File: config.mk
export PLATFORM = sky130hd
export DESIGN_NAME = vector_result_writeback
export DESIGN_NICKNAME = d
export VERILOG_FILES = /design/src/rtl/vector_result_writeback.sv
export SDC_FILE = /design/constraint.sdc
export NUM_CORES = 1
export LEC_CHECK = 0
export ABC_AREA = 1
export ABC_CLOCK_PERIOD_IN_PS = 3700
export CAP_MARGIN = 40
export CORE_MARGIN = 2
export CORE_UTILIZATION = 41
export DETAILED_ROUTE_END_ITERATION = 12
export PLACE_DENSITY_LB_ADDON = 0.25
export SKIP_LAST_GASP = 1
export SYNTH_ARGS = -nofsm -noshare
export SYNTH_HDL_FRONTEND = slang
export SYNTH_SLANG_ARGS = --single-unit
File: constraint.sdc
create_clock -name clk -period 3.7 [get_ports clk]
set_input_delay 0.74 -clock clk [delete_from_list [all_inputs] [get_ports clk]]
set_output_delay 0.74 -clock clk [all_outputs]
set_load 0.01 [all_outputs]
File: src/rtl/vector_result_writeback.sv
`default_nettype none
// ============================================================================
// Module   : vector_result_writeback
// Purpose  : Writeback stage behind a fixed-latency vector functional unit.
//            Captures the FU result stream and writes one element per clock
//            into destination vector register Vi. It generates the element
//            address, the one-hot register write enable, a chaining count and
//            busy/done status.
// Ports    : clk        - clock, rising edge
//            rst        - asynchronous active-high reset
//            i_start    - issue pulse, samples i_i and i_vl
//            i_i        - destination vector register number
//            i_vl       - vector length (values above 64 clamp to 64)
//            i_result   - FU result stream, element k valid LATENCY+k clocks
//                         after the start edge
//            o_v_wr_en  - one-hot V register file write enable (bit i)
//            o_v_addr   - element address of the write
//            o_v_data   - element write data
//            o_elem_cnt - elements written so far (element k readable once
//                         o_elem_cnt > k)
//            o_busy     - high while an operation is in flight
//            o_done     - one-clock pulse after the final write / empty op
// Revision : 1.0 - initial release
// ============================================================================
module vector_result_writeback #(
    parameter int LATENCY = 4,
    parameter int DATA_W  = 64,
    parameter int VL_W    = 7,
    parameter int ADDR_W  = 6
) (
    input  logic              clk,
    input  logic              rst,
    input  logic              i_start,
    input  logic [2:0]        i_i,
    input  logic [VL_W-1:0]   i_vl,
    input  logic [DATA_W-1:0] i_result,
    output logic [7:0]        o_v_wr_en,
    output logic [ADDR_W-1:0] o_v_addr,
    output logic [DATA_W-1:0] o_v_data,
    output logic [VL_W-1:0]   o_elem_cnt,
    output logic              o_busy,
    output logic              o_done
);

    localparam int c_WAIT_W = (LATENCY > 1) ? $clog2(LATENCY) : 1;
    localparam int c_MAX_VL = 1 << ADDR_W;

    typedef enum logic [1:0] {
        S_IDLE  = 2'd0,
        S_WAIT  = 2'd1,
        S_WRITE = 2'd2,
        S_DONE  = 2'd3
    } state_t;

    state_t              r_state;
    state_t              w_state_next;
    logic [2:0]          r_i;
    logic [VL_W-1:0]     r_vl;
    logic [VL_W-1:0]     r_k;       // elements captured so far in this op
    logic [c_WAIT_W-1:0] r_wait;
    logic [VL_W-1:0]     w_vl_eff;
    logic                w_accept;
    logic                w_capture;

    assign w_vl_eff = (i_vl > VL_W'(c_MAX_VL)) ? VL_W'(c_MAX_VL) : i_vl;
    assign w_accept = (r_state == S_IDLE) && i_start;

    // Element 0 is captured on the edge that ends the last WAIT cycle, so the
    // write port shows it in the first WRITE cycle; the remaining elements
    // follow one per edge while still in WRITE.
    assign w_capture = ((r_state == S_WAIT) && (r_wait == '0) && (r_vl != '0)) ||
                       ((r_state == S_WRITE) && (r_k != r_vl));

    assign o_busy = (r_state != S_IDLE);
    assign o_done = (r_state == S_DONE);

    always_ff @(posedge clk or posedge rst) begin
        if (rst) begin
            r_state <= S_IDLE;
        end else begin
            r_state <= w_state_next;
        end
    end

    always_comb begin
        w_state_next = r_state;
        case (r_state)
            S_IDLE: begin
                if (i_start) begin
                    if ((LATENCY == 1) && (w_vl_eff == '0)) begin
                        w_state_next = S_DONE;
                    end else begin
                        w_state_next = S_WAIT;
                    end
                end
            end
            S_WAIT: begin
                if (r_wait == '0) begin
                    w_state_next = (r_vl != '0) ? S_WRITE : S_DONE;
                end
            end
            S_WRITE: begin
                // r_k reaching r_vl means the last element is on the port now.
                if (r_k == r_vl) begin
                    w_state_next = S_DONE;
                end
            end
            S_DONE: begin
                w_state_next = S_IDLE;
            end
            default: begin
                w_state_next = S_IDLE;
            end
        endcase
    end

    always_ff @(posedge clk or posedge rst) begin
        if (rst) begin
            r_i        <= '0;
            r_vl       <= '0;
            r_k        <= '0;
            r_wait     <= '0;
            o_v_wr_en  <= '0;
            o_v_addr   <= '0;
            o_v_data   <= '0;
            o_elem_cnt <= '0;
        end else begin
            if (w_accept) begin
                r_i    <= i_i;
                r_vl   <= w_vl_eff;
                r_k    <= '0;
                r_wait <= c_WAIT_W'(LATENCY - 1);
            end else if ((r_state == S_WAIT) && (r_wait != '0)) begin
                r_wait <= r_wait - 1'b1;
            end

            if (w_capture) begin
                o_v_data  <= i_result;
                o_v_addr  <= r_k[ADDR_W-1:0];
                o_v_wr_en <= 8'b1 << r_i;
                r_k       <= r_k + 1'b1;
            end else begin
                o_v_wr_en <= '0;
            end

            // A write counts as complete on the edge that ends its cycle.
            if (w_accept) begin
                o_elem_cnt <= '0;
            end else if (o_v_wr_en != '0) begin
                o_elem_cnt <= o_elem_cnt + 1'b1;
            end
        end
    end

endmodule
`default_nettype wire

# After elaboration in Yosys (flattened, before gate mapping)
# Cells that the tools add are included.
[word_totals] regBits=106 latch_bits=0 ramBits=0 mem_bits_ro=0 inputBits=77 out_inout_bits=87 word_cells=51 memories=0
[classes] add_sub_neg=3 n_mul=0 div=0 order_cmp=1 n_eq_ne=8 shift=1 mux=13 bitwise=0 n_reduce_logical=16
[op_table] op="7-bit two-way mux" count=5
[op_table] op="7-bit by 1-bit adder with 7-bit output (second input constant)" count=2
[op_table] op="2-bit two-way mux" count=5
[op_table] op="2-bit nonzero test" count=5
[op_table] op="8-bit two-way mux" count=1
[op_table] op="2-bit case mux with 4 select lines" count=1
[op_table] op="8-bit nonzero test" count=1
[op_table] op="1-bit by 3-bit << shifter with 8-bit output (first input constant)" count=1
[op_table] op="7-bit == test" count=1
[op_table] op="7-bit > comparator (second input constant)" count=1
[op_table] op="7-bit inequality test" count=1
[op_table] op="7-bit nonzero test" count=1
[op_table] op="1-bit logical AND" count=5
[op_table] op="2-bit == test (second input constant)" count=2
[op_table] op="2-bit logical NOT" count=2
[op_table] op="2-bit inequality test (second input constant)" count=2
[op_table] op="3-bit AND reduction" count=1
[op_table] op="2-bit by 1-bit == test with 1-bit output (second input constant)" count=1
[op_table] op="2-bit by 1-bit inequality test with 1-bit output (second input constant)" count=1
[op_table] op="2-bit by 1-bit subtractor with 2-bit output (second input constant)" count=1
[op_table] op="1-bit logical OR" count=1
[op_table] op="1-bit two-way mux" count=1

# Longest topological paths before layout
# Gate-level depths: netlist of run 1.
[logic_depth] word_depth=5 depth_mapped=13

# Least setup slack after synthesis of run 1
# No wires, ideal clock.
[synth_path] kind="in2reg" from="in i_start" to="reg o_elem_cnt[5]" setup_time_ns=0.117 arrival_ns=1.410 path_slack_ns=2.173 cell_stages=6 path_cell_list="nand2_1 inv_1 clkbuf_1 nor2_1 nand2_1 nand2_1"
[synth_between] elab_chain_len=2 word_cells_on_any_way=3 classes_between="mux (1); reduce/logical (2)"
[synth_rtl] element="from (decl)" line_no="33" text="input logic i_start,"
[synth_rtl] element="1-bit logical AND *" line_no="66" text="assign w_accept = (r_state == S_IDLE) && i_start;"
[synth_rtl] element="7-bit two-way mux or 2-bit nonzero test (tied branches)"
[synth_rtl] element="to (signal assigned)" line_no="150" text="o_elem_cnt <= o_elem_cnt + 1'b1;"
[synth_rtl] element="to (decl)" line_no="40" text="output logic [VL_W-1:0] o_elem_cnt,"
# Mark *: on every way between the ends. The rest lies on a longest branch, timed or not.
# A chain may end at the register's enable or synchronous reset.

# Worst setup path in the final report of run 1
[layout_path] from="reg r_state[0]" to="out o_busy"
[layout_between] elab_chain_len=1
[layout_rtl] element="from (decl)" line_no="55" text="state_t r_state;"
[layout_rtl] element="from (signal assigned)" line_no="81" text="r_state <= w_state_next;"
[layout_rtl] element="2-bit nonzero test" line_no="74" text="assign o_busy = (r_state != S_IDLE);"
[layout_rtl] element="to (decl)" line_no="41" text="output logic o_busy,"
# No other way between the ends.

==> results.py, run 1 <==
metrics = {
    "global_route": {
        "grt-ovfl-total": 0,
        "grt_pass1_vias": 4329,
        "antenna_found_initial": 0,
        "track_usage": 0.1896,
        "grt_pass1_wl_um": 19640,
        "grt_start_max_net_pins": 81,
    },
    "finish": {
        "antennaDiodeCount": 0,
        "finalInstanceArea_um2": 6669,
        "ff_latch_area_um2": 2653,
        "fillerInstances": 958,
        "mostFrequentLayoutCells": "nand2_1, clkdlybuf4s50_1, dfrtp_1",
        "multi_input_area_um2": 1722,
        "final_common_cell": "nand2_1",
        "area_delta_synth_final_pct": 43.36,
        "fin_nets": 782,
        "final_core_util": 0.6098,
        "drive_gt1_frac": 0.03989,
    },
    "floorplan": {
        "fp.dieH_um": 110.5,
        "fp.dieW_um": 110.5,
        "die_area_um2": 12210,
        "rows": 38,
        "top_level_ports": 164,
        "start_util": 0.4254,
        "core-area_um2": 10940,
    },
    "power_and_ir_drop": {
        "p_clk_frac": 0.170,
        "pwr-share-seq": 0.357,
        "swShare": 0.3864,
        "p_sw_mw": 2.201,
        "ir_drop_mv": 0.4616,
        "p_int_mw": 3.494,
        "pwr_density_cell_nw_per_um2": 854.0,
        "power_frac_comb": 0.473,
        "p_leak_nw": 3.277,
        "p_total_mw": 5.695,
    },
    "timing": {
        "post-route-min-period_ns": 2.446,
        "rsz0062_at_grt": "false",
        "worst_slew_pin_slew_ns": 0.8046,
        "setup_tns_ns": 0,
        "fin_crit_sh": 0.6612,
        "fin_skew_ns": 0.01035,
        "hold_viol": 0,
        "slew_violations": 0,
        "holdWs_ns": 0.5073,
        "maxSlewHeadroom": 0.4636,
        "timing.fmax_mhz": 408.8,
        "finalSetupViolations": 0,
    },
    "placed_design": {
        "io_buffers": 163,
        "dp_hpwl_um": 7686,
        "post_dp_cell_area_um2": 6360,
        "routabilityCongestion": 0.8168,
    },
    "detailed_routing": {
        "via_per_inst": 4.828,
        "postRouteAntennaNets": 0,
        "drc": 0,
        "drtPass1Iterations": 4,
        "vias": 4065,
        "detail_route.iter0.violations": 319,
        "wl_per_cell_um": 13.33,
        "drt_wl_total_um": 11220,
    },
    "critical_path": {
        "crit_type": "flip-flop to primary output",
        "arrival_ns": 1.71,
        "startpoint": "r_state[0]$_DFFE_PP0P_",
        "required_ns": 2.96,
        "r2r_start": "r_state[0]$_DFFE_PP0P_",
        "endpoint_kind": "primary output",
        "start_kind": "flip-flop",
        "worstPathMaxFanout": 5,
    },
    "synthesis": {
        "ys_seq_area_frac": 0.5702,
        "yosysWarnings": 0,
        "netlist_instances": 547,
        "ys_seq_elements": 106,
        "synth.avg_cell_area_um2": 8.505,
        "synth_cell_types": 21,
        "synth_area_um2": 4652,
        "syn-num-nets": 632,
    },
    "clock_tree": {
        "cts_buffers": 9,
        "ctsHoldBuffers": 0,
        "cts_tree": "done",
        "insertion_delay_ns": 0.33,
        "ctsResizeCount": 0,
        "ctsLongestPathBuffers": 2,
        "cts_max_level": 3,
        "cts_root_buf": "clkbuf_16",
        "cts.sinks": 106,
        "cts_setup_buffers": 0,
        "path_clk_slew_ns": 0.07,
    },
    "hold_path": {
        "hold_class": "flip-flop to flip-flop",
        "hold_path_startpoint": "o_v_addr[3]$_DFFE_PP0P_",
    },
    "run_status": {
        "outcome": "finished, final reports clean",
    },
    "run": {
        "maxCapViolations": 0,
    },
}
## cells by family (layout without fill, tap and decap cells)
logic type	Yosys count	count (layout)	share of synthesized area
buf+inv	66	221	0.06321
fa+ha+maj	8	8	0.02152
xor+xnor	9	9	0.01695
flops	106	106	0.5702
simple gates	336	336	0.3029
compound gates	22	22	0.02528
## per-stage QoR
stage	setup WS [ns]	std cells
after global placement	1.226	826
final	1.254	842
after CTS	1.245	842
after floorplan	0.1711	547
after global routing	1.131	842
after detailed placement	1.178	826
## critical path, stage by stage, from the launching register on
cell	delay [ns]
dfrtp_1	0.42
inv_1	0.11
ha_1	0.22
inv_1	0.08
clkdlybuf4s50_1	0.54
## flip-flops by register name (all words and copies together), names as in the netlist
signal,cells
o_v_data,64
o_v_wr_en,8
o_elem_cnt,7
r_k,7
r_vl,7
o_v_addr,6
r_i,3
r_state,2
r_wait,2
## power groups by stage
stage                     registers [mW]  clock network [mW]  logic [mW]
after global placement              2.03                   0        2.64
after floorplan                     2.18                   0        1.37
final                               2.03               0.970        2.69
after detailed placement            2.04                   0        2.73
after CTS                           2.03                1.00        2.74
after global routing                2.11                1.05        3.03
## path summary, 6_finish.rpt
kind                                       endpoint  slack (ns)  cells past startpoint
max                                          o_busy        1.25                      4
min                         o_v_addr[3]$_DFFE_PP0P_        0.51                      2
max reg2reg                o_v_data[55]$_DFFE_PP0P_        1.49                      8
min reg2reg                 o_v_addr[3]$_DFFE_PP0P_        0.51                      2
max in group asynchronous  o_v_data[17]$_DFFE_PP0P_        2.00                      3
min in group asynchronous   o_v_data[9]$_DFFE_PP0P_        0.87                      2
## per-layer routing
layer  part of all wire  track usage
met4              0.011      0.05083
met1               0.45       0.2417
met3              0.061      0.04720
met2               0.48       0.3231
met5                  0            0
## cell type report
type / count / share of cell area
clock buffer: 10 / 0.03583
multi-input combinational: 375 / 0.2582
tap: 140 / 0.02627
clock inverter: 6 / 0.01051
timing repair buffer: 168 / 0.2503
inverter: 37 / 0.02120
sequential: 106 / 0.3977
## cells in the mapped netlist
master	number	share of area
nand4_1	10	0.013
inv_2	3	0.0024
dfrtp_1	106	0.57
o21ai_0	12	0.013
nand2_2	1	0.0013
xor2_1	8	0.015
buf_2	16	0.017
nand2_1	203	0.16
nor3_1	4	0.0043
inv_1	34	0.027
o31ai_1	1	0.0016
a21oi_1	6	0.0065
clkbuf_1	9	0.0073
buf_4	1	0.0016
o22ai_1	2	0.0027
nor2_1	26	0.021
ha_1	8	0.022
xnor2_1	1	0.0019
o21bai_1	1	0.0016
nand3_1	92	0.099
buf_6	3	0.0073
No activity file was read; power rests on OpenSTA's default activity.
==> run 2: changes to the inputs <==
Settings changed: ABC_CLOCK_PERIOD_IN_PS 3700 to 2400, CORE_UTILIZATION 41 to 45.
Clock period 3.7 ns to 2.4 ns, I/O delays scaled along.
==> run 2 against run 1 <==
Net effect: die area fell by 8.6%; sequential power rose by 54%; via count rose by 3.0%; highest routed layer unchanged; routed wire length rose by 0.13%; power rose by 46%; largest power group unchanged.
==> results.py, run 2 (synthesized netlist as in run 1, its figures left out) <==
metrics = {
    "clock_tree": {
        "ctsHoldBuffers": 0,
        "cts_root_buf": "clkbuf_8",
        "insertion_delay_ns": 0.36,
        "cts.sinks": 106,
        "path_clk_slew_ns": 0.10,
        "cts_max_level": 3,
        "cts_buffers": 9,
        "cts_setup_buffers": 0,
        "ctsResizeCount": 0,
        "cts_tree": "done",
        "ctsLongestPathBuffers": 2,
    },
    "detailed_routing": {
        "wl_met2_um": 5523,
        "wl_per_cell_um": 13.36,
        "wl_met3_um": 656,
        "via_per_inst": 4.979,
        "drtPass1Iterations": 4,
        "routed.top_layer": "met4",
        "drc": 0,
        "detail_route.iter0.violations": 279,
        "vias": 4187,
        "postRouteAntennaNets": 0,
        "drt_wl_total_um": 11240,
        "wl_met1_um": 4866,
    },
    "power_and_ir_drop": {
        "p_int_mw": 4.961,
        "p_total_mw": 8.290,
        "p_clk_frac": 0.114,
        "p_leak_nw": 3.229,
        "swShare": 0.4015,
        "power_frac_comb": 0.509,
        "pwr_density_cell_nw_per_um2": 1260,
        "p_sw_mw": 3.329,
        "pwr-share-seq": 0.377,
        "ir_drop_mv": 0.6670,
    },
    "critical_path": {
        "r2r_start": "r_k[1]$_DFFE_PP0P_",
        "path_cells": "inv_1 > ha_1 > inv_1 > clkdlybuf4s50_1",
        "endpoint_kind": "primary output",
        "required_ns": 1.92,
        "crit_type": "flip-flop to primary output",
        "worstPathMaxFanout": 5,
        "worst_path_most_repeated_cell": "inv_1",
        "startpoint": "r_state[0]$_DFFE_PP0P_",
        "start_kind": "flip-flop",
        "crit_slowest_cell": "clkdlybuf4s50_1",
        "arrival_ns": 1.73,
        "critPathMaxStageDelay_ns": 0.54,
    },
    "hold_path": {
        "hold_class": "input pin to async pin",
    },
    "global_route": {
        "antenna_found_initial": 0,
        "grt_pass1_wl_um": 19390,
        "track_usage": 0.2123,
        "grt_start_max_net_pins": 78,
        "grt_pass1_vias": 4291,
        "grt-ovfl-total": 0,
    },
    "finish": {
        "finalInstanceArea_um2": 6579,
        "reg_top3": "o_v_data x64, o_v_wr_en x8",
        "area_delta_synth_final_pct": 41.42,
        "regMostFlops": "o_v_data",
        "antennaDiodeCount": 0,
        "mostFrequentLayoutCells": "nand2_1, clkdlybuf4s50_1, dfrtp_1",
        "drive_gt1_frac": 0.04113,
        "largest_reg_flops": 64,
        "fillerInstances": 901,
        "final_core_util": 0.6459,
        "final_common_cell": "nand2_1",
        "fin_nets": 785,
    },
    "floorplan": {
        "fp.dieH_um": 105.7,
        "start_util": 0.4568,
        "die_area_um2": 11170,
        "rows": 37,
        "core-area_um2": 10180,
        "top_level_ports": 164,
        "fp.dieW_um": 105.7,
    },
    "placed_design": {
        "routabilityCongestion": 0.8640,
        "io_buffers": 163,
        "dp_hpwl_um": 7944,
        "post_dp_cell_area_um2": 6416,
    },
    "timing": {
        "fin_crit_sh": 0.9223,
        "post-route-min-period_ns": 2.213,
        "finalSetupViolations": 0,
        "worst_slew_pin_slew_ns": 0.5738,
        "timing.fmax_mhz": 451.8,
        "rsz0062_at_grt": "false",
        "slew_violations": 0,
        "maxSlewHeadroom": 0.6160,
        "setup_tns_ns": 0,
        "holdWs_ns": 0.4541,
        "fin_skew_ns": 0.009057,
        "hold_viol": 0,
    },
    "run": {
        "maxCapViolations": 0,
    },
    "run_status": {
        "outcome": "finished, final reports clean",
    },
}
run 2: through the flow:
stage,instances,worst slack [ns]
6_report,841,0.1866
5_1_grt,841,0.1095
4_1_cts,841,0.1695
3_5_place_dp,825,0.5809
3_3_place_gp,825,0.6186
2_1_floorplan,547,0.6465
run 2: final timing paths:
path | cells past startpoint | to | slack (ns)
setup / recovery | 4 | o_busy | 0.19
min in group clk | 2 | o_v_data[9]$_DFFE_PP0P_ | 0.51
hold reg to reg | 2 | o_v_data[9]$_DFFE_PP0P_ | 0.51
setup reg to reg | 10 | r_state[0]$_DFFE_PP0P_ | 0.61
hold / removal | 2 | r_vl[3]$_DFFE_PP0P_ | 0.45
max in group asynchronous | 3 | o_v_data[17]$_DFFE_PP0P_ | 1.26
run 2: worst max-delay path: cells and delay by family, from the launching register on:
family     cells  cell delay, ns
buf+inv        3            0.73
flops          1            0.42
fa+ha+maj      1            0.23
run 2: power groups by stage:
stage	Clock, mW	Sequential, mW	Combinational, mW
finish	0.943	3.13	4.22
global placement	0	3.12	4.12
global route	1.04	3.24	4.74
floorplan	0	3.36	2.11
detailed placement	0	3.15	4.27
CTS	0.982	3.13	4.28
run 2: final cells by class:
type	instances	area, um^2	share of cell area
inverters	37	142.6	0.02168
repair buffers	171	1729	0.2628
flip-flops and latches	106	2653	0.4032
well taps	136	170.2	0.02587
multi-input cells	375	1722	0.2617
clock buffers	11	131.4	0.01997
clock inverters	5	31.28	0.004755
run 2: layer usage:
metal  global-route usage  up-vias
li1                     -     2038
met1               0.2556     2011
met2               0.3742      123
met3              0.04391       15
met4              0.07989        0
met5                    0        -
